`src/rtl/vpu_pkg.sv`:
```
// Shared constants for the VPU sequencer slice: word/address/length widths,
// opcode encodings and the sequencer FSM state type.
package vpu_pkg;

    localparam int NUM_SIZE        = 16;
    localparam int VEC_BUFFER_LEN  = 8;
    localparam int WORDS_IN_MEMORY = 32;
    localparam int ADDR_W          = 5;
    localparam int LEN_W           = 3;
    localparam int OPC_W           = 6;

    localparam logic [OPC_W-1:0] OP_NOP   = 6'd0;
    localparam logic [OPC_W-1:0] OP_VADD  = 6'd2;
    localparam logic [OPC_W-1:0] OP_MOVE  = 6'd3;
    localparam logic [OPC_W-1:0] OP_RELU  = 6'd4;
    localparam logic [OPC_W-1:0] OP_VSMUL = 6'd5;

    typedef enum logic [1:0] {
        ST_IDLE,
        ST_ISSUE,
        ST_CAPTURE,
        ST_WRITE
    } seq_state_t;

    // True for opcodes the VPU actually executes (NOP is handled locally)
    function automatic logic op_is_vector(input logic [OPC_W-1:0] op);
        case (op)
            OP_VADD, OP_MOVE, OP_RELU, OP_VSMUL: return 1'b1;
            default:                             return 1'b0;
        endcase
    endfunction

endpackage

```
`src/rtl/vpu_writeback.sv`:
```
// Capture/write-back datapath of the VPU sequencer: snapshots the VPU result
// buffer on a start pulse, then streams it into the scratchpad one word per
// cycle at a wrapping 5-bit address. A length of 0 means a full buffer.
module vpu_writeback
    import vpu_pkg::*;
(
    input  logic                               clk,
    input  logic                               rst,
    input  logic                               start,
    input  logic [NUM_SIZE*VEC_BUFFER_LEN-1:0] flat_buf,
    input  logic [ADDR_W-1:0]                  dest,
    input  logic [LEN_W-1:0]                   length,
    output logic                               mem_we,
    output logic [ADDR_W-1:0]                  mem_waddr,
    output logic [NUM_SIZE-1:0]                mem_wdata,
    output logic                               last,
    output logic                               last_nxt
);

    logic [NUM_SIZE-1:0] snap [VEC_BUFFER_LEN];
    logic [LEN_W-1:0]    cnt;
    logic [LEN_W-1:0]    n_m1;
    logic [LEN_W-1:0]    cnt_nxt;

    // Word count minus one wraps naturally: length 0 gives 7, i.e. 8 words
    assign cnt_nxt  = cnt + LEN_W'(1);
    assign last     = mem_we && (cnt == n_m1);
    assign last_nxt = start ? (length == LEN_W'(1))
                            : (mem_we && (cnt_nxt == n_m1));

    // Snapshot on start, then advance one word and one address per cycle
    always_ff @(posedge clk or negedge rst) begin
        if (!rst) begin
            for (int i = 0; i < VEC_BUFFER_LEN; i++) begin
                snap[i] <= '0;
            end
            cnt       <= '0;
            n_m1      <= '0;
            mem_we    <= 1'b0;
            mem_waddr <= '0;
            mem_wdata <= '0;
        end else if (start) begin
            for (int i = 0; i < VEC_BUFFER_LEN; i++) begin
                snap[i] <= flat_buf[i*NUM_SIZE +: NUM_SIZE];
            end
            cnt       <= '0;
            n_m1      <= length - LEN_W'(1);
            mem_we    <= 1'b1;
            mem_waddr <= dest;
            mem_wdata <= flat_buf[NUM_SIZE-1:0];
        end else if (mem_we) begin
            if (last) begin
                mem_we <= 1'b0;
            end else begin
                cnt       <= cnt_nxt;
                mem_waddr <= mem_waddr + ADDR_W'(1);
                mem_wdata <= snap[cnt_nxt];
            end
        end
    end

endmodule

```
`src/rtl/vpu_sequencer.sv`:
```
// Single-issue VPU instruction sequencer: accepts one instruction over
// valid/ready, issues it to the VPU for one cycle, captures the result buffer
// and writes it back to the scratchpad before accepting the next one.
// Optional feature macro VPU_SEQ_PERF_CNT_EN adds saturating counters
// perf_instr_cnt (retired, non-error instructions) and perf_word_cnt
// (scratchpad words written).
module vpu_sequencer
    import vpu_pkg::*;
(
    input  logic                               clk,
    input  logic                               rst,
    input  logic                               instr_valid,
    output logic                               instr_ready,
    input  logic [OPC_W-1:0]                   instr_opcode,
    input  logic [ADDR_W-1:0]                  instr_op1,
    input  logic [ADDR_W-1:0]                  instr_op2,
    input  logic [ADDR_W-1:0]                  instr_op3,
    input  logic [LEN_W-1:0]                   instr_op4,
    output logic [OPC_W-1:0]                   vpu_opcode,
    output logic [ADDR_W-1:0]                  vpu_operand1,
    output logic [ADDR_W-1:0]                  vpu_operand2,
    output logic [ADDR_W-1:0]                  vpu_operand3,
    output logic [LEN_W-1:0]                   vpu_operand4,
    input  logic [NUM_SIZE*VEC_BUFFER_LEN-1:0] vpu_flat_vec_buffer,
    input  logic                               vpu_copy_flag,
    input  logic [ADDR_W-1:0]                  vpu_dest,
    input  logic [LEN_W-1:0]                   vpu_length,
    output logic                               mem_we,
    output logic [ADDR_W-1:0]                  mem_waddr,
    output logic [NUM_SIZE-1:0]                mem_wdata,
    output logic                               busy,
    output logic                               done,
    output logic                               err
`ifdef VPU_SEQ_PERF_CNT_EN
    ,
    output logic [15:0]                        perf_instr_cnt,
    output logic [15:0]                        perf_word_cnt
`endif
);

    seq_state_t state;
    logic       wb_start;
    logic       wb_last;
    logic       wb_last_nxt;

    // The VPU result is only trusted when it signals a valid copy
    assign wb_start = (state == ST_CAPTURE) && vpu_copy_flag;

    vpu_writeback u_writeback (
        .clk       (clk),
        .rst       (rst),
        .start     (wb_start),
        .flat_buf  (vpu_flat_vec_buffer),
        .dest      (vpu_dest),
        .length    (vpu_length),
        .mem_we    (mem_we),
        .mem_waddr (mem_waddr),
        .mem_wdata (mem_wdata),
        .last      (wb_last),
        .last_nxt  (wb_last_nxt)
    );

    // Control FSM; every output is registered and ready mirrors IDLE
    always_ff @(posedge clk or negedge rst) begin
        if (!rst) begin
            state        <= ST_IDLE;
            instr_ready  <= 1'b1;
            busy         <= 1'b0;
            done         <= 1'b0;
            err          <= 1'b0;
            vpu_opcode   <= OP_NOP;
            vpu_operand1 <= '0;
            vpu_operand2 <= '0;
            vpu_operand3 <= '0;
            vpu_operand4 <= '0;
        end else begin
            done       <= 1'b0;
            err        <= 1'b0;
            vpu_opcode <= OP_NOP;
            case (state)
                ST_IDLE: begin
                    if (instr_valid && instr_ready) begin
                        if (instr_opcode == OP_NOP) begin
                            done <= 1'b1;
                        end else if (!op_is_vector(instr_opcode)) begin
                            // Illegal opcodes never reach the VPU
                            done <= 1'b1;
                            err  <= 1'b1;
                        end else begin
                            state        <= ST_ISSUE;
                            instr_ready  <= 1'b0;
                            busy         <= 1'b1;
                            vpu_opcode   <= instr_opcode;
                            vpu_operand1 <= instr_op1;
                            vpu_operand2 <= instr_op2;
                            vpu_operand3 <= instr_op3;
                            vpu_operand4 <= instr_op4;
                        end
                    end
                end
                ST_ISSUE: begin
                    state <= ST_CAPTURE;
                end
                ST_CAPTURE: begin
                    if (vpu_copy_flag) begin
                        state <= ST_WRITE;
                        done  <= wb_last_nxt;
                    end else begin
                        state       <= ST_IDLE;
                        instr_ready <= 1'b1;
                        busy        <= 1'b0;
                        done        <= 1'b1;
                        err         <= 1'b1;
                    end
                end
                ST_WRITE: begin
                    // done is raised one edge early so it lines up with the last word
                    done <= wb_last_nxt;
                    if (wb_last) begin
                        state       <= ST_IDLE;
                        instr_ready <= 1'b1;
                        busy        <= 1'b0;
                    end
                end
                default: begin
                    state       <= ST_IDLE;
                    instr_ready <= 1'b1;
                    busy        <= 1'b0;
                end
            endcase
        end
    end

`ifdef VPU_SEQ_PERF_CNT_EN
    function automatic logic [15:0] sat_inc(input logic [15:0] v);
        return (v == 16'hFFFF) ? v : v + 16'd1;
    endfunction

    // Saturating event counters fed from the registered status outputs
    always_ff @(posedge clk or negedge rst) begin
        if (!rst) begin
            perf_instr_cnt <= '0;
            perf_word_cnt  <= '0;
        end else begin
            if (done && !err) begin
                perf_instr_cnt <= sat_inc(perf_instr_cnt);
            end
            if (mem_we) begin
                perf_word_cnt <= sat_inc(perf_word_cnt);
            end
        end
    end
`endif

endmodule

```
`config.mk`:
```
export PLATFORM = sky130hd
export DESIGN_NAME = vpu_sequencer
export DESIGN_NICKNAME = d
export VERILOG_FILES = /design/src/rtl/vpu_pkg.sv /design/src/rtl/vpu_writeback.sv /design/src/rtl/vpu_sequencer.sv
export SDC_FILE = /design/constraint.sdc
export NUM_CORES = 1
export LEC_CHECK = 0
export ABC_AREA = 0
export CORE_MARGIN = 1.5
export CORE_UTILIZATION = 45
export CTS_CLUSTER_SIZE = 8
export DETAILED_ROUTE_END_ITERATION = 10
export PLACE_DENSITY = 0.84
export SYNTH_ARGS = -nofsm -noshare
export SYNTH_HDL_FRONTEND = slang
export SYNTH_HIERARCHICAL = 1
export SYNTH_SLANG_ARGS = --single-unit
```
`constraint.sdc`:
```
create_clock -name clk -period 2 [get_ports clk]
set_input_delay 0.4 -clock clk [delete_from_list [all_inputs] [get_ports clk]]
set_output_delay 0.4 -clock clk [all_outputs]
set_load 0.01 [all_outputs]
```
# Word level (Yosys, flattened, before mapping)
# Index checks and enable logic that the tools add are counted.
# word_totals
reg_bits	186
in_bits	164
word_cells	109
# op_classes
addsub	3
magnitude_cmp	1
eq_ne	16
muxes	51
n_bitwise	2
reduce_logical	13
# ops
op	count
$mux W16	5
$bmux W16 S3	1
$mux W1	25
$mux W6	4
$mux W5	3
$eq A6 B2 Y1 const B	2
$eq A6 B3 Y1 const B	2
$mux W2	5
$mux W3	3
$pmux W1 S3	3
$ne A2 B2 Y1 const B	4
$pmux W2 S4	1
$reduce_and A4 Y1	2
$eq A3 B3 Y1	2
$logic_not A6 Y1	1
$reduce_and A6 Y1	1
$add A5 B1 Y5 const B	1
$eq A2 B2 Y1 const B	2
$ge A4 B4 Y1 const B	1
$logic_and A1 B1 Y1	4
$ne A2 B1 Y1 const B	2
$not A3 Y4	1
$reduce_or A4 Y1	1
$add A3 B1 Y3 const B	1
other kinds (9)	9

# Depth between registers and ports, before layout
# Gate-level depths: netlist (run 1).
# logic_depth
depth_word	10
depth_mapped	9
depth_no_buf	6

# Hierarchy
# Netlist (run 1), hierarchy kept.
# modules_own_cells
mod	instances	cells_per_inst	area_each_um2	seq_area_each_um2
vpu_writeback	1	535	7238.2	3903.7
vpu_sequencer	1	78	1206.2	752.0

# Worst setup path after synthesis (run 1)
# Ideal clock, no wire load.
# synth_path
path_type	register -> register
from	register u_writeback.cnt[1]
to	register u_writeback.mem_wdata[11]
setup_ns	0.135
arrival_ns	1.911
required_ns	1.865
setup_slack_ns	-0.046
stages_incl_launch_ff	8
synth_period_minus_slack_ns	2.046
path_cell_list	dfrtp_1 -> ha_1 -> buf_2 -> clkbuf_1 -> mux4_2 -> nor2b_1 -> a211oi_1 -> o31ai_1
# synth_between
elab_chain_len	8
elab_cells_between_ends	12
classes_between	add/sub: 1; eq/ne: 2; mux: 6; bitwise: 1; reduce/logical: 2
# synth_lines
element	line_no	source
start: declaration	vpu_writeback.sv:21	logic [LEN_W-1:0] cnt;
start signal: assignment	vpu_writeback.sv:55	cnt <= cnt_nxt;
$add A3 B1 Y3	vpu_writeback.sv:26	assign cnt_nxt = cnt + LEN_W'(1);
$not A3 Y4 (not written as such)	vpu_writeback.sv:57	mem_wdata <= snap[cnt_nxt];
$bmux W16 S3	vpu_writeback.sv:57	
$mux W16 (not written as such) (2 in series)	vpu_writeback.sv:57	
$mux W16	vpu_writeback.sv:52	if (last) begin
$mux W16	vpu_writeback.sv:51	end else if (mem_we) begin
$mux W16	vpu_writeback.sv:42	end else if (start) begin
end signal: assignment	vpu_writeback.sv:50	mem_wdata <= flat_buf[NUM_SIZE-1:0];
end signal: assignment	vpu_writeback.sv:57	
end: declaration	vpu_writeback.sv:15	output logic [NUM_SIZE-1:0] mem_wdata,
# Parallel ways exist; a longest one is shown, timed or not. The select of a mux whose other input is x is not followed.
# A chain may end at the register's enable or synchronous reset.

# Worst setup path after layout (run 1)
# layout_path
from	register u_writeback.cnt[0]
to	register u_writeback.mem_wdata[8]
# Same word-level chain as after synthesis.

==> metrics.csv, run 1 <==
stage,metric,value,unit
synth,Mean Syn Cell Area,13.8,um2
die,number of I/O pins,214,
sta,final hold violations,0,
route,drt pass-1 iters,4,
synth,"top cells by count, synth","dfrtp_1, mux2_2, mux4_2",
cells_and_area,# fillers,1341,
die,total core area,18200,um2
synth,Ys Warns,6,
synth,post-synthesis compound-gate area fraction,5.99,%
route,DR iter-0 viols,213,
synth,Async SR Flop Fraction,100,%
synth,Area contributors post-synth,"dfrtp_1, mux2_2, mux4_2",
place,dpl ws,-0.265,ns
critical_path,crit path kind,flop to flop,
global_routing,Total GRT Usage,21.7,%
synth,Yosys top cell area share,54.8,%
die,Initial Utilization,46.4,%
sta,hold_ws,0.503,ns
cells_and_area,ant diodes,0,
critical_path,CP arrival,2.26,ns
synth,Post-synth EDFFs,0,
sta,unrepaired setup endpoints after global routing,false,
critical_path,Startpoint Class,flop,
place,DP Wirelength,15.1,mm
sta,final worst slack,0.0891,ns
route,antenna-violating nets left,0,
synth,"count leader, synth",dfrtp_1,
global_routing,vias in the first global route,6174,
sta,Relative slew margins,63.7,%
synth,adder-cell share of the synthesized area,0.593,%
synth,Syn Inst Count,613,
synth,sequential area share after synthesis,55.1,%
min_path,HP Class,flop to flop,
clock_network,Clock Sinks,186,
critical_path,crit end category,flop,
synth,Seq cells post-synth,186,
sta,Slew Limit Fails,0,
sta,Peak Freq,0.523,GHz
clock_network,H-tree Lvls,4,
die,row count,49,
route,Wirelength per Cell,19.0,um
run,max_cap viols,0,
sta,final period utilization,95.5,%
route,Post-route DRC,0,
global_routing,initial antenna violation count,0,
place,Buffers on Ports,213,
critical_path,"Max FO, Critical Path",17,
clock_network,CTS Root Cell,clkbuf_16,
synth,Synth Area in Simple Gates,6.77,%
sta,final setup fails,0,
synth,Yosys cell types,49,
clock_network,clock buffer count from CTS,17,
power,pwr dens,1620,nW/um2
synth,Yosys top cell by area,dfrtp_1,
cells_and_area,core occupancy in the finished layout,65.6,%
sta,Slew @ Worst Pin,0.543,ns
cells_and_area,share of layout cells above drive strength 1,28.8,%
clock_network,CTS tree,built,
synth,mapped cell area,8440,um2
power,Pleak,5.03,nW
critical_path,Worst EP required,2.35,ns
sta,Clock Skew,0.00965,ns
die,Die W,140,um
cells_and_area,layout net count,1025,
synth,Synth Area in XOR/XNOR,1.73,%
sta,post-route minimum period,1.91,ns
clock_network,"Reg clk slew, reported paths",0.07,ns
synth,Synth Flop Type,dfrtp_1,
die,die area,19600,um2
synth,main combinational cell family by area after synthesis,multiplexers,
route,vias,5805,
clock_network,"Clk Latency, worst-skew pair",0.42,ns
die,die height,140,um
route,Via density,5.29,
global_routing,first-pass GRT wire length,32.7,mm
clock_network,Max Buffers Root-to-Sink,2,
synth,multiplexer share of the synthesized area,26.3,%
sta,Final TNS setup,0,ns
cells_and_area,Layout area overhead,41.5,%
route,"wirelength, routed",20.8,mm
global_routing,total grt overflow,0,
power,VDD IR max,0.671,mV
global_routing,pin count of the biggest net entering global routing,57,
place,Final Wtd Congestion,0.770,
status,outcome,"finished, final reports clean",
## per-stage QoR
| stage | area (um2) | total power, mW | cells |
|---|---|---|---|
| after floorplan | 8450 | 12.2 | 615 |
| after global placement | 11200 | 15.4 | 1059 |
| after detailed placement | 11200 | 15.7 | 1059 |
| after CTS | 11800 | 19.1 | 1091 |
| after global routing | 11900 | 20.5 | 1098 |
| final | 11900 | 19.3 | 1098 |
## placed cells by master, fill, tap and decap left out, types with 2 or more instances in the layout
cell type	synthesis	final
nand2b_1	3	3
nor2b_1	17	17
a221o_1	6	6
buf_4	3	30
o21ai_1	6	6
a211oi_2	0	2
mux2_4	14	14
mux2i_1	19	19
clkinv_2	0	3
a22oi_1	6	6
nor3b_1	8	7
nor3_1	6	6
inv_6	0	2
nand4_1	2	2
nor2_1	19	19
mux2_2	122	122
clkbuf_16	0	19
conb_1	1	3
o31ai_1	11	11
nand3b_1	13	13
a211oi_1	10	8
xnor2_1	11	11
or4_1	6	6
a31oi_1	2	2
nand2_1	17	17
o21ai_0	19	19
o21a_1	2	2
o31a_1	2	2
buf_12	1	17
clkbuf_8	0	5
mux4_2	20	20
xor2_2	1	2
a21oi_1	7	7
dfrtp_1	185	184
inv_1	18	18
clkdlybuf4s50_1	0	212
ha_1	4	3
clkinv_4	0	2
## cell families after synthesis
logic type               count (synthesis)
other                                    1
flip-flops                             186
adder cells (fa/ha/maj)                  4
AO/OA/AOI/OAI                           74
AND/OR/NAND/NOR                         99
XOR/XNOR                                15
multiplexers                           175
buffers and inverters                   59
## sequential cells by signal, indices dropped and copies added, names as in the netlist
register               flops
vpu_operand3               5
state                      2
instr_ready                1
u_writeback/mem_waddr      5
u_writeback/snap         128
vpu_operand2               5
vpu_operand4               3
done                       1
u_writeback/cnt            3
u_writeback/n_m1           3
u_writeback/mem_we         1
u_writeback/mem_wdata     16
err                        1
busy                       1
vpu_opcode                 6
vpu_operand1               5
## critical path, cell delays in order (launching register included)
cell and delay (ns):
dfrtp_2 0.43, ha_4 0.19, xnor2_4 0.23, buf_12 0.19, nor3_1 0.06, or4_1 0.57, o21ai_1 0.15
## worst paths after layout
path / endpoint / slack, ns / cells after the start / startpoint
setup / recovery: u_writeback/mem_wdata[8] / 0.09 / 6 / u_writeback/cnt[0]
hold / removal: u_writeback/snap[9] / 0.50 / 1 / u_writeback/snap[9]
min in group asynchronous: vpu_operand4[1] / 0.52 / 2 / rst
max in group asynchronous: u_writeback/cnt[0] / 0.84 / 3 / rst
hold reg to reg: u_writeback/snap[9] / 0.50 / 1 / u_writeback/snap[9]
setup reg to reg: u_writeback/mem_wdata[8] / 0.09 / 6 / u_writeback/cnt[0]
## area by class of cell
cell class                 count  area [um2]  share of cell area (%)
clock buffer                  22         484                    4.05
multi-input combinational    370        3590                    30.1
clock inverter                 9        87.6                   0.733
tap                          229         287                    2.40
timing repair buffer         264        2770                    23.2
inverter                      18        67.6                   0.566
sequential                   186        4660                    39.0
## layer usage
metal	routed length, um	vias up	part of all wire (%)	GRT usage (%)
li1	-	2698	-	-
met1	9190	2904	44	28.1
met2	10200	182	49	36.1
met3	1150	21	5.5	5.85
met4	306	0	1.5	6.15
met5	0	-	0	0
## power by group
part / internal, mW / switching, mW
clock: 1.85 / 1.43
combinational: 5.45 / 3.90
sequential: 5.62 / 1.09
total: 12.9 / 6.41
## what timing repair did
action / in CTS / in global routing
gates resized for setup: 1 / 8
cloned: 0 / 2
pin swaps: 0 / 1
endpoints found under the hold margin: 50 / 0
setup endpoints to repair: 1 / 32
hold buffers: 1 / 0
setup buffers: 0 / 5
(Power assumes the default switching activity.)
==> run 2, diff against run 1 <==
--- a/config.mk
+++ b/config.mk
@@ -13,5 +13,4 @@
 export PLACE_DENSITY = 0.84
 export SYNTH_ARGS = -nofsm -noshare
 export SYNTH_HDL_FRONTEND = slang
-export SYNTH_HIERARCHICAL = 1
 export SYNTH_SLANG_ARGS = --single-unit
==> metrics.csv, run 2 <==
stage,metric,value,unit,change
status,outcome,"finished, violations left",,
status,failing checks,"design-rule violations, negative setup slack",,
cells_and_area,layout net count,1223,,+19%
die,Initial Utilization,46.4,%,about the same
cells_and_area,Top reg by flops,u_writeback.snap,,
critical_path,critical path cell sequence,ha_4 -> xnor2_4 -> buf_6 -> buf_12 -> mux4_2 -> mux2_4 -> nand2_4 -> a31oi_2,,
clock_network,"Clk Latency, worst-skew pair",0.43,ns,about the same
cells_and_area,ant diodes,0,,unchanged
sta,Clock Skew,0.00927,ns,-0.000380 ns
synth,Synth Flop Type,dfrtp_1,,
synth,Yosys top cell area share,55.0,%,+0.17 points
critical_path,crit-path max cell delay,0.43,ns,-0.14 ns
clock_network,H-tree Lvls,4,,unchanged
critical_path,Startpoint Class,flop,,
clock_network,CTS tree,built,,
power,VDD IR max,1.01,mV,+50%
critical_path,"setup slack, reg-to-reg",-0.09,ns,-0.18 ns
route,Post-route DRC,21,,+21
synth,"top cells by count, synth","nand2_1, dfrtp_1, buf_2",,
synth,mapped cell area,8420,um2,-0.31%
global_routing,pin count of the biggest net entering global routing,98,,+72%
min_path,HP Class,input pin to asynchronous set/reset pin,,
critical_path,"Max FO, Critical Path",5,,-12
synth,Post-synth EDFFs,0,,unchanged
global_routing,Total GRT Usage,24.6,%,+2.9 points
place,DP Wirelength,16.8,mm,+12%
power,Pleak,5.70,nW,+13%
sta,hold_ws,0.450,ns,-0.0529 ns
synth,Yosys top cell by area,dfrtp_1,,
sta,final period utilization,104,%,+8.8 points
cells_and_area,"commonest non-fill, non-tap cell in the layout",nand2_1,,
route,vias,7022,,+21%
sta,Slew Limit Fails,0,,unchanged
place,placed cell areas,11000,um2,-2.0%
sta,unrepaired setup endpoints after global routing,true,,
run,max_cap viols,0,,unchanged
die,total core area,18100,um2,-0.34%
critical_path,crit path kind,flop to flop,,
clock_network,Max Buffers Root-to-Sink,2,,unchanged
global_routing,total grt overflow,0,,unchanged
route,DR iter-0 viols,728,,+240%
power,pwr dens,1660,nW/um2,+2.6%
synth,Area contributors post-synth,"dfrtp_1, nand2_1, mux4_1",,
global_routing,first-pass GRT wire length,36.8,mm,+13%
sta,final worst slack,-0.0878,ns,-0.177 ns
route,Via density,5.41,,+2.4%
sta,final setup fails,7,,+7
cells_and_area,Layout area overhead,40.8,%,
clock_network,"Reg clk slew, reported paths",0.07,ns,about the same
clock_network,CTS Root Cell,clkbuf_16,,
critical_path,crit end category,flop,,
die,die area,19500,um2,-0.31%
synth,Ys Warns,0,,-6
synth,Async SR Flop Fraction,100,%,unchanged
route,drt pass-1 iters,8,,+4
die,row count,49,,unchanged
synth,Yosys cell types,39,,-20%
cells_and_area,most frequent cells in the layout,"nand2_1, clkdlybuf4s50_1, dfrtp_1, buf_4, nor2_1",,
sta,post-route minimum period,2.09,ns,+0.177 ns
global_routing,initial antenna violation count,0,,unchanged
place,Buffers on Ports,213,,unchanged
synth,sequential area share after synthesis,55.3,%,+0.17 points
route,antenna-violating nets left,0,,unchanged
cells_and_area,top flop regs,"u_writeback.snap (128), u_writeback.mem_wdata (16), vpu_opcode (6)",,
critical_path,Top delay family on crit path,multiplexers,,
die,Die W,140,um,-0.15%
global_routing,vias in the first global route,6891,,+12%
place,dpl ws,-0.0700,ns,+0.195 ns
synth,Seq cells post-synth,186,,unchanged
die,die height,140,um,-0.15%
cells_and_area,max FFs per register,128,,unchanged
critical_path,WP buf/inv,2,,+1
critical_path,CP arrival,2.40,ns,+0.14 ns
synth,Mean Syn Cell Area,10.3,um2,-26%
die,number of I/O pins,214,,unchanged
clock_network,clock buffer count from CTS,17,,unchanged
cells_and_area,# fillers,1327,,-1.0%
critical_path,Worst EP required,2.31,ns,-0.04 ns
route,Wirelength per Cell,18.9,um,-0.16%
route,"wirelength, routed",24.5,mm,+18%
synth,Syn Inst Count,821,,+34%
sta,Peak Freq,0.479,GHz,-8.5%
cells_and_area,share of layout cells above drive strength 1,13.7,%,-15 points
power,Power Total,19.7,mW,+1.8%
place,Final Wtd Congestion,0.865,,+12%
clock_network,Clock Sinks,186,,unchanged
sta,final hold violations,0,,unchanged
cells_and_area,core occupancy in the finished layout,65.3,%,-0.29 points
cells_and_area,post-route design area,11900,um2,-0.78%
critical_path,"Max stage delay cell, worst path",dfrtp_2,,
synth,"count leader, synth",nand2_1,,
-- run 2: changes by cell type in the layout (fill, tap and decap cells not counted), moves of 8 or more --
| cell | before | now |
|---|---|---|
| nand2_1 | 17 | 407 |
| mux2_2 | 122 | 16 |
| mux2i_1 | 19 | 0 |
| mux4_1 | 0 | 18 |
| nor2b_1 | 17 | 1 |
| nand3b_1 | 13 | 0 |
| o31ai_1 | 11 | 0 |
| inv_1 | 18 | 8 |
| o21ai_0 | 19 | 9 |
| a31oi_2 | 0 | 9 |
| mux2_1 | 0 | 8 |
-- run 2: worst register-to-register path, cell delays in order (launching register included) --
cell	delay (ns)
dfrtp_2	0.43
ha_4	0.19
xnor2_4	0.20
buf_6	0.17
buf_12	0.12
mux4_2	0.36
mux2_4	0.32
nand2_4	0.08
a31oi_2	0.10
-- run 2: path summary, 6_finish.rpt --
path / startpoint / end / cells after the start
setup / recovery: u_writeback.cnt[0] / u_writeback.mem_wdata[7] / 8
hold / removal: rst / vpu_operand2[0] / 2
setup reg to reg: u_writeback.cnt[0] / u_writeback.mem_wdata[7] / 8
hold reg to reg: u_writeback.snap[62] / u_writeback.snap[62] / 2
max in group asynchronous: rst / instr_ready / 3
min in group clk: u_writeback.snap[62] / u_writeback.snap[62] / 2
-- run 2: cell type report --
class / count / area, um2 / share of cell area (%)
multi-input cells: 579 / 3500 / 29.5
inverters: 8 / 30.0 / 0.253
flip-flops and latches: 186 / 4660 / 39.3
clock inverters: 12 / 138 / 1.16
clock buffers: 20 / 457 / 3.85
repair buffers: 263 / 2790 / 23.5
well taps: 229 / 287 / 2.42
-- run 2: stage by stage --
step                cells  TNS [ns]
finish               1297    -0.206
global route         1297    -0.479
CTS                  1287    -0.118
detailed placement   1249    -0.563
global placement     1249   -0.0303
floorplan             823         0
-- run 2: cells by family after synthesis --
logic type	count (synthesis)	share of synthesized area (%)
other	1	0.0445
xor gates and xnor gates	14	1.64
buffers and inverters	58	3.92
AOI/OAI and AO/OA	42	3.76
and+or+nand+nor	453	20.6
DFF	186	55.3
muxes	63	14.1
adders and majority gates	4	0.595
-- run 2: routing by layer --
layer | track usage [%] | wire (um)
met1 | 32.8 | 9790
met2 | 38.8 | 11800
met3 | 5.30 | 2060
met4 | 11.4 | 872
met5 | 0 | 0
-- run 2: power by group --
group	leakage [nW]	internal, mW	switching (mW)
Sequential	2.30	5.56	1.26
Combinational	3.11	4.97	4.49
Clock	0.287	1.92	1.49
Total	5.70	12.4	7.24
-- run 2: what timing repair did --
action,CTS,global route
pin swaps,3,5
endpoints found under the hold margin,33,0
setup endpoints to repair,17,18
hold buffers,1,0
gates resized for setup,20,27
buffers inserted,3,9
gates cloned,2,2
